--- src/rtl/regfile_write_arbiter.sv ---
// regfile_write_arbiter
//   Shares the single RegisterFile write port between the writeback stage and
//   the multi-cycle mul/div unit. Writeback always owns the port; mul/div
//   results wait in a small circular FIFO and drain into idle port cycles.
//   ID-stage reads that hit a queued, not-yet-written register raise id_stall.
//
//   Optional build macro ARB_FORWARD_EN: instead of stalling, queued data is
//   forwarded to the ID stage on fwd1_*/fwd2_* and id_stall is held 0.
//   Without the macro, fwd* outputs are tied 0.
//
// Ports
//   clock, reset            clock and asynchronous active-high reset
//   wb_reg_write/rt_rd/data writeback write request (always wins)
//   md_valid/rd/data        mul/div result offer; md_ready = FIFO not full
//   read_reg1/2             ID-stage read addresses
//   rf_reg_write/rt_rd/data muxed RegisterFile write port
//   id_stall                read hazard against a live pending entry
//   fwd1_*/fwd2_*           forwarded pending data (ARB_FORWARD_EN only)
module regfile_write_arbiter #(
  parameter int unsigned DEPTH = 2
) (
  input  logic        clock,
  input  logic        reset,
  input  logic        wb_reg_write,
  input  logic [4:0]  wb_rt_rd,
  input  logic [31:0] wb_write_data,
  input  logic        md_valid,
  input  logic [4:0]  md_rd,
  input  logic [31:0] md_data,
  output logic        md_ready,
  input  logic [4:0]  read_reg1,
  input  logic [4:0]  read_reg2,
  output logic        rf_reg_write,
  output logic [4:0]  rf_rt_rd,
  output logic [31:0] rf_write_data,
  output logic        id_stall,
  output logic        fwd1_valid,
  output logic [31:0] fwd1_data,
  output logic        fwd2_valid,
  output logic [31:0] fwd2_data
);

  localparam int unsigned PW = $clog2(DEPTH);
  localparam int unsigned CW = PW + 1;

  logic [DEPTH-1:0] live_q, live_d;
  logic [4:0]       rd_q   [DEPTH];
  logic [31:0]      data_q [DEPTH];
  logic [PW-1:0]    head_q, head_d, tail_q, tail_d;
  logic [CW-1:0]    count_q, count_d;

  logic wb_win, not_empty, head_live, push, drain, pop;

  assign wb_win    = wb_reg_write && (wb_rt_rd != 5'd0);
  assign not_empty = (count_q != '0);
  assign head_live = not_empty && live_q[head_q];
  // Registered count only: no path from rf-side inputs to md_ready.
  assign md_ready  = (count_q < CW'(DEPTH));
  // Pushes to r0 are accepted by the handshake but never stored.
  assign push      = md_valid && md_ready && (md_rd != 5'd0);
  assign drain     = head_live && !wb_win;
  // A squashed head is discarded on the next edge whatever WB is doing.
  assign pop       = not_empty && (!live_q[head_q] || drain);

  // Write-port mux
  always_comb begin
    rf_reg_write  = 1'b0;
    rf_rt_rd      = 5'd0;
    rf_write_data = 32'd0;
    if (wb_win) begin
      rf_reg_write  = 1'b1;
      rf_rt_rd      = wb_rt_rd;
      rf_write_data = wb_write_data;
    end else if (head_live) begin
      rf_reg_write  = 1'b1;
      rf_rt_rd      = rd_q[head_q];
      rf_write_data = data_q[head_q];
    end
  end

  // Next state. Squash is applied before the push so an entry written on the
  // same edge as a WB write to the same register stays live (it is newer).
  always_comb begin
    live_d = live_q;
    if (wb_win) begin
      for (int i = 0; i < int'(DEPTH); i++) begin
        if (rd_q[i] == wb_rt_rd) live_d[i] = 1'b0;
      end
    end
    // Freed slots are kept non-live so hazard checks only see queued entries.
    if (pop)  live_d[head_q] = 1'b0;
    if (push) live_d[tail_q] = 1'b1;
    head_d  = pop  ? head_q + PW'(1) : head_q;
    tail_d  = push ? tail_q + PW'(1) : tail_q;
    count_d = count_q + CW'(push) - CW'(pop);
  end

  always_ff @(posedge clock or posedge reset) begin
    if (reset) begin
      live_q  <= '0;
      head_q  <= '0;
      tail_q  <= '0;
      count_q <= '0;
    end else begin
      live_q  <= live_d;
      head_q  <= head_d;
      tail_q  <= tail_d;
      count_q <= count_d;
    end
  end

  // Payload is qualified by live_q, so it needs no reset.
  always_ff @(posedge clock) begin
    if (push) begin
      rd_q[tail_q]   <= md_rd;
      data_q[tail_q] <= md_data;
    end
  end

  // Hazard / forward lookup, oldest to newest so the newest match wins.
  logic          hit1, hit2;
  logic [PW-1:0] idx;
`ifdef ARB_FORWARD_EN
  logic [31:0]   hdata1, hdata2;
`endif

  always_comb begin
    hit1 = 1'b0;
    hit2 = 1'b0;
    idx  = '0;
`ifdef ARB_FORWARD_EN
    hdata1 = 32'd0;
    hdata2 = 32'd0;
`endif
    for (int i = 0; i < int'(DEPTH); i++) begin
      idx = head_q + PW'(i);
      if (live_q[idx] && (read_reg1 != 5'd0) && (rd_q[idx] == read_reg1)) begin
        hit1 = 1'b1;
`ifdef ARB_FORWARD_EN
        hdata1 = data_q[idx];
`endif
      end
      if (live_q[idx] && (read_reg2 != 5'd0) && (rd_q[idx] == read_reg2)) begin
        hit2 = 1'b1;
`ifdef ARB_FORWARD_EN
        hdata2 = data_q[idx];
`endif
      end
    end
  end

`ifdef ARB_FORWARD_EN
  assign id_stall   = 1'b0;
  assign fwd1_valid = hit1;
  assign fwd1_data  = hdata1;
  assign fwd2_valid = hit2;
  assign fwd2_data  = hdata2;
`else
  assign id_stall   = hit1 | hit2;
  assign fwd1_valid = 1'b0;
  assign fwd1_data  = 32'd0;
  assign fwd2_valid = 1'b0;
  assign fwd2_data  = 32'd0;
`endif

endmodule

--- config.mk ---
export PLATFORM = sky130hd
export DESIGN_NAME = regfile_write_arbiter
export DESIGN_NICKNAME = d
export VERILOG_FILES = /design/src/rtl/regfile_write_arbiter.sv
export SDC_FILE = /design/constraint.sdc
export NUM_CORES = 1
export LEC_CHECK = 0
export ABC_CLOCK_PERIOD_IN_PS = 6100
export CAP_MARGIN = 10
export CELL_PAD_IN_SITES_DETAIL_PLACEMENT = 1
export CELL_PAD_IN_SITES_GLOBAL_PLACEMENT = 1
export CORE_MARGIN = 2
export CORE_UTILIZATION = 36
export CTS_BUF_LIST = sky130_fd_sc_hd__clkbuf_4 sky130_fd_sc_hd__clkbuf_8
export CTS_CLUSTER_DIAMETER = 120
export DETAILED_ROUTE_END_ITERATION = 6
export GPL_TIMING_DRIVEN = 1
export HOLD_SLACK_MARGIN = 0.06
export PLACE_DENSITY_LB_ADDON = 0.05
export SYNTH_ARGS = -nofsm -noshare
export SYNTH_HDL_FRONTEND = slang
export SYNTH_SLANG_ARGS = --single-unit
--- constraint.sdc ---
create_clock -name clock -period 6.1 [get_ports clock]
set_clock_uncertainty 0.1 [all_clocks]
set_input_delay 0.61 -clock clock [delete_from_list [all_inputs] [get_ports clock]]
set_output_delay 0.61 -clock clock [all_outputs]
set_load 0.02 [all_outputs]
* After elaboration in Yosys (flattened, before gate mapping)
Memory sizes are Yosys's and may differ from the RTL's.
Index checks and enable logic that the tools add are counted.
** Cells by class
- Reduce and logical (&&, ||, !) cells :: 24
- Equal/unequal tests :: 6
- Multiplexer cells :: 25
- Add/sub/neg operators :: 4
- $lt $le $gt $ge :: 6
- Bitwise operators :: 4
** Operator list (count)
- $mux W32 :: 2
- $eq A5 B5 Y1 :: 6
- $reduce_bool A5 Y1 :: 4
- $logic_and A1 B1 Y1 :: 16
- $mux W1 :: 16
- $mux W5 :: 2
- $lt A1 B2 Y1 const B :: 3
- $mux W2 :: 3
- $add A1 B1 Y1 const B :: 2
- $add A2 B1 Y2 :: 1
- $and A2 B2 Y2 :: 1
- $demux W1 S1 :: 2
- $ge A1 B1 Y1 const B :: 2
- $logic_not A1 Y1 :: 2
- $lt A2 B2 Y1 const B :: 1
- $not A2 Y2 :: 1
- $or A2 B2 Y2 :: 1
- $reduce_bool A2 Y1 :: 1
- $sub A2 B1 Y2 :: 1
- $logic_or A1 B1 Y1 :: 1
- $or A1 B1 Y1 :: 1
** Word-level totals
- Bits of input ports :: 88
- Output and inout port bits :: 106
- Memory bits (writable) :: 74
- Flip-flop bits (word level) :: 6
- Memories kept :: 2
- Word-level logic and storage cells :: 75
** Memory list
- data_q :: depth 2, width 32, rd ports 1, clocked after Yosys merged registers in 0, wr ports 1, RTL line 48 : logic [31:0] data_q [DEPTH];
- rd_q :: depth 2, width 5, rd ports 4, clocked after Yosys merged registers in 0, wr ports 1, RTL line 47 : logic [4:0] rd_q [DEPTH];

* Depth between registers and ports, before layout
- Depth after elaboration :: 9
- Depth in mapped cells :: 6
- Mapped depth without buffers :: 6

* Least setup slack after synthesis
OpenSTA, ideal clock, no wires.
- Path type :: input -> register
- Start :: input port md_rd[3]
- End :: memory data_q[0][0], enable pin
- Library setup time :: 433 ps
- Slack :: 3053 ps
- Arrival :: 2515 ps
- Stages on the path :: 3
- Data required time :: 5567 ps
- Path buffers :: 0
- Path through :: or4_1 > o211ai_1 > nor2_1
** Between the ends
- Longest elaborated chain between the ends :: 4
** Ends and longest elaborated chain
- start, declared :: RTL line 28 : input logic [4:0] md_rd,
- $reduce_bool A5 Y1 :: RTL line 60 : assign push = md_valid && md_ready && (md_rd != 5'd0);
- $logic_and A1 B1 Y1 :: RTL line 60
- $mux W1 :: RTL line 114 : if (push) begin
- $mux W1 (not written as such) :: RTL line 116 : data_q[tail_q] <= md_data;
- end, declared :: RTL line 48
No other way between the ends.

* Worst setup path after layout
- Start :: input port wb_rt_rd[1]
- End :: output port rf_write_data[22]
** Between the ends
- Longest elaborated chain between the ends :: 3
** Ends and longest elaborated chain
- start, declared :: RTL line 25 : input logic [4:0] wb_rt_rd,
- $reduce_bool A5 Y1 :: RTL line 54 : assign wb_win = wb_reg_write && (wb_rt_rd != 5'd0);
- $logic_and A1 B1 Y1 :: RTL line 54
- $mux W32 :: RTL line 70 : if (wb_win) begin
- end, declared :: RTL line 35 : output logic [31:0] rf_write_data,
No other way between the ends.

==> flow_summary.toml <==
[timing]
min_period_over_period = 0.678
worstMarginPinSlew_ns = 1.17
hold_viol_final = 0
setup_viol = 0
rsz0062_at_grt = "no"
fmaxAchievable_ghz = 0.242
fin_setup_tns_ns = 0
finalCriticalPeriod_ns = 4.14
drv_slew = 0
slew_headroom = 0.215

[placed_design]
dpl.cell_count = 615
port_buffers = 127
gp_congestion = 0.753
hpwl_um = 7760

[synthesis]
synth.area.mux_share = 0.103
syn-cell-area_mm2 = 0.00439
synth-seq-area-share = 0.540
synth_top_family_by_area = "buffers and inverters"
ys_types = 28
synth_warnings = 0
synth_top_cell_by_area = "edfxtp_1"
synthXorXnorAreaFrac = 0.0678
yosys_register_bits = 80
synth_area_leaders = "edfxtp_1, buf_4, mux2i_1, o31ai_1, xor2_1"
syn_inst = 355
synth_area_per_cell_um2 = 12.4
synth-simple-area-share = 0.0661
yosys.area_share.adder = 0.00285
synth_compound_area_frac = 0.0772
synth_top_area_frac = 0.506

[final_layout]
drive_above_1_share = 0.0538
fillCellCount = 1284
final_common_cell = "clkdlybuf4s50_1"
fin_cells = 630
antenna_cells = 0
nets = 568
area_growth_pct = 30.2
final_cell_mix = "clkdlybuf4s50_1, edfxtp_1, conb_1"

[global_routing]
grt_max_degree = 46
grtUsageTotal = 0.162
grt_pass1_vias = 3124
grt_pass1_wl_um = 16200
antenna_found_initial = 0
overflow = 0

[floorplan]
core_area_mm2 = 0.0120
rows = 40
die_h_um = 114
fp.dieW_um = 114
ios = 194
start_util = 0.367
die_area_mm2 = 0.0131

[critical_path]
path_common_cell = "clkdlybuf4s50_1"
path_max_fanout = 45
critPathKind = "primary input to primary output"
cp-end-kind = "primary output"
cp.arrival_ns = 3.43
cp-start-kind = "primary input"
cp_slowest_cell = "clkdlybuf4s50_1"
crit_required_ns = 5.39
crit_chain = "clkdlybuf4s50_1, or4_1, o21a_2, buf_4, o31ai_1, clkdlybuf4s50_1"
cp_num_buf_inv = 3
critPathTopFamily = "buffers and inverters"
crit_path_max_incr_delay_ns = 0.67

[routing]
vias_per_cell = 4.67
wl_per_cell_um = 16.5
totalWireLength_um = 10400
num_vias = 2945
ant_nets = 0
drcViolationCount = 0
drt_iter0_drc = 133
firstDrtPassIters = 5

[power_and_ir_drop]
p_total_mw = 2.07
p_comb_frac = 0.430
power_density_mw_per_mm2 = 362
power.share.switching = 0.375
clockPowerShare = 0.177
leakage_nw = 2.18
seq_power_share = 0.393
p_int_mw = 1.29
power.switching_uw = 777
peakVddDrop_v = 0.000174

[cts]
cts-root-buf = "clkbuf_8"
clock_latency_ns = 0.34
path_clk_slew_ns = 0.08
cts-resized-gates = 0
cts_hold_buf = 0
numCtsBuffers = 9
htreeDepth = 3
postCtsSetupBuffers = 0
clkSinkCount = 80
cts_tree = "done"
cts_buffer_depth = 2

[outcome]
outcome = "completed"

[job]
cap_violations = 0

[worst_hold_path]
hold_path_class = "primary input to async pin"
layout make-up:
type                       instances  area [um2]  area share
multi-input combinational        254        1670       0.292
inverter                           3        11.3     0.00197
timing repair buffer             131        1300       0.228
clock inverter                     5        48.8     0.00854
clock buffer                      10         131      0.0230
sequential                        80        2370       0.415
tap                              147         184      0.0322
cell families after synthesis:
group           Yosys count
fa+ha+maj                 1
mux                      45
simple gates             63
flops                    80
compound gates           45
xor+xnor                 34
other cells               1
buf+inv                  86
worst paths after layout:
check | from | end | slack, ns | cells past startpoint
max in group asynchronous | reset | head_q | 5.30 | 2
worst max register to register | head_q | count_q[1] | 3.48 | 6
worst min-delay path | reset | tail_q | 0.39 | 2
worst min register to register | tail_q | tail_q | 0.47 | 1
min in group clock | tail_q | tail_q | 0.47 | 1
worst max-delay path | wb_rt_rd[1] | rf_write_data[22] | 1.96 | 6
layer usage:
metal | vias to the layer above | track usage | part of all wire
met4 | 0 | 0.0520 | 0.012
met2 | 116 | 0.284 | 0.50
met3 | 11 | 0.0508 | 0.069
li1 | 1407 | - | -
met1 | 1411 | 0.188 | 0.42
met5 | - | 0 | 0
power groups by stage:
| stage | combinational, mW | sequential [mW] | clock [mW] |
|---|---|---|---|
| global route | 0.966 | 0.830 | 0.400 |
| finish | 0.890 | 0.814 | 0.366 |
| floorplan | 0.633 | 0.789 | 0 |
| CTS | 0.910 | 0.816 | 0.379 |
| detailed placement | 0.909 | 0.827 | 0 |
| global placement | 0.893 | 0.819 | 0 |
cells in the mapped netlist (all sizes together):
library cell  count
nand2            38
nor2              5
o211ai            1
nor3              2
mux2              1
a31o              2
dfrtp             6
a31oi             1
a21oi             2
o21ai             1
nor4              4
buf              79
xor2             23
and3              1
inv               3
clkbuf            4
o21a              1
xnor2            11
mux2i            44
or4               5
edfxtp           74
nand2b            2
o31ai            37
conb              1
nand4             6
ha                1
through the flow:
stage	setup WS, ns	instance area, um2	hold WS (ns)	utilization
global route	1.77	5720	0.392	0.478
floorplan	3.05	4640	0.301	-
finish	1.96	5720	0.390	0.478
global placement	2.03	5540	0.443	0.463
CTS	1.96	5720	0.376	0.478
detailed placement	1.97	5540	0.465	0.463
flip-flops by register name, summed over array words and instances (netlist names):
signal / count
live_q: 2
rd_q: 10
data_q: 64
count_q: 2
head_q: 1
tail_q: 1
No activity file was read; power rests on OpenSTA's default activity.
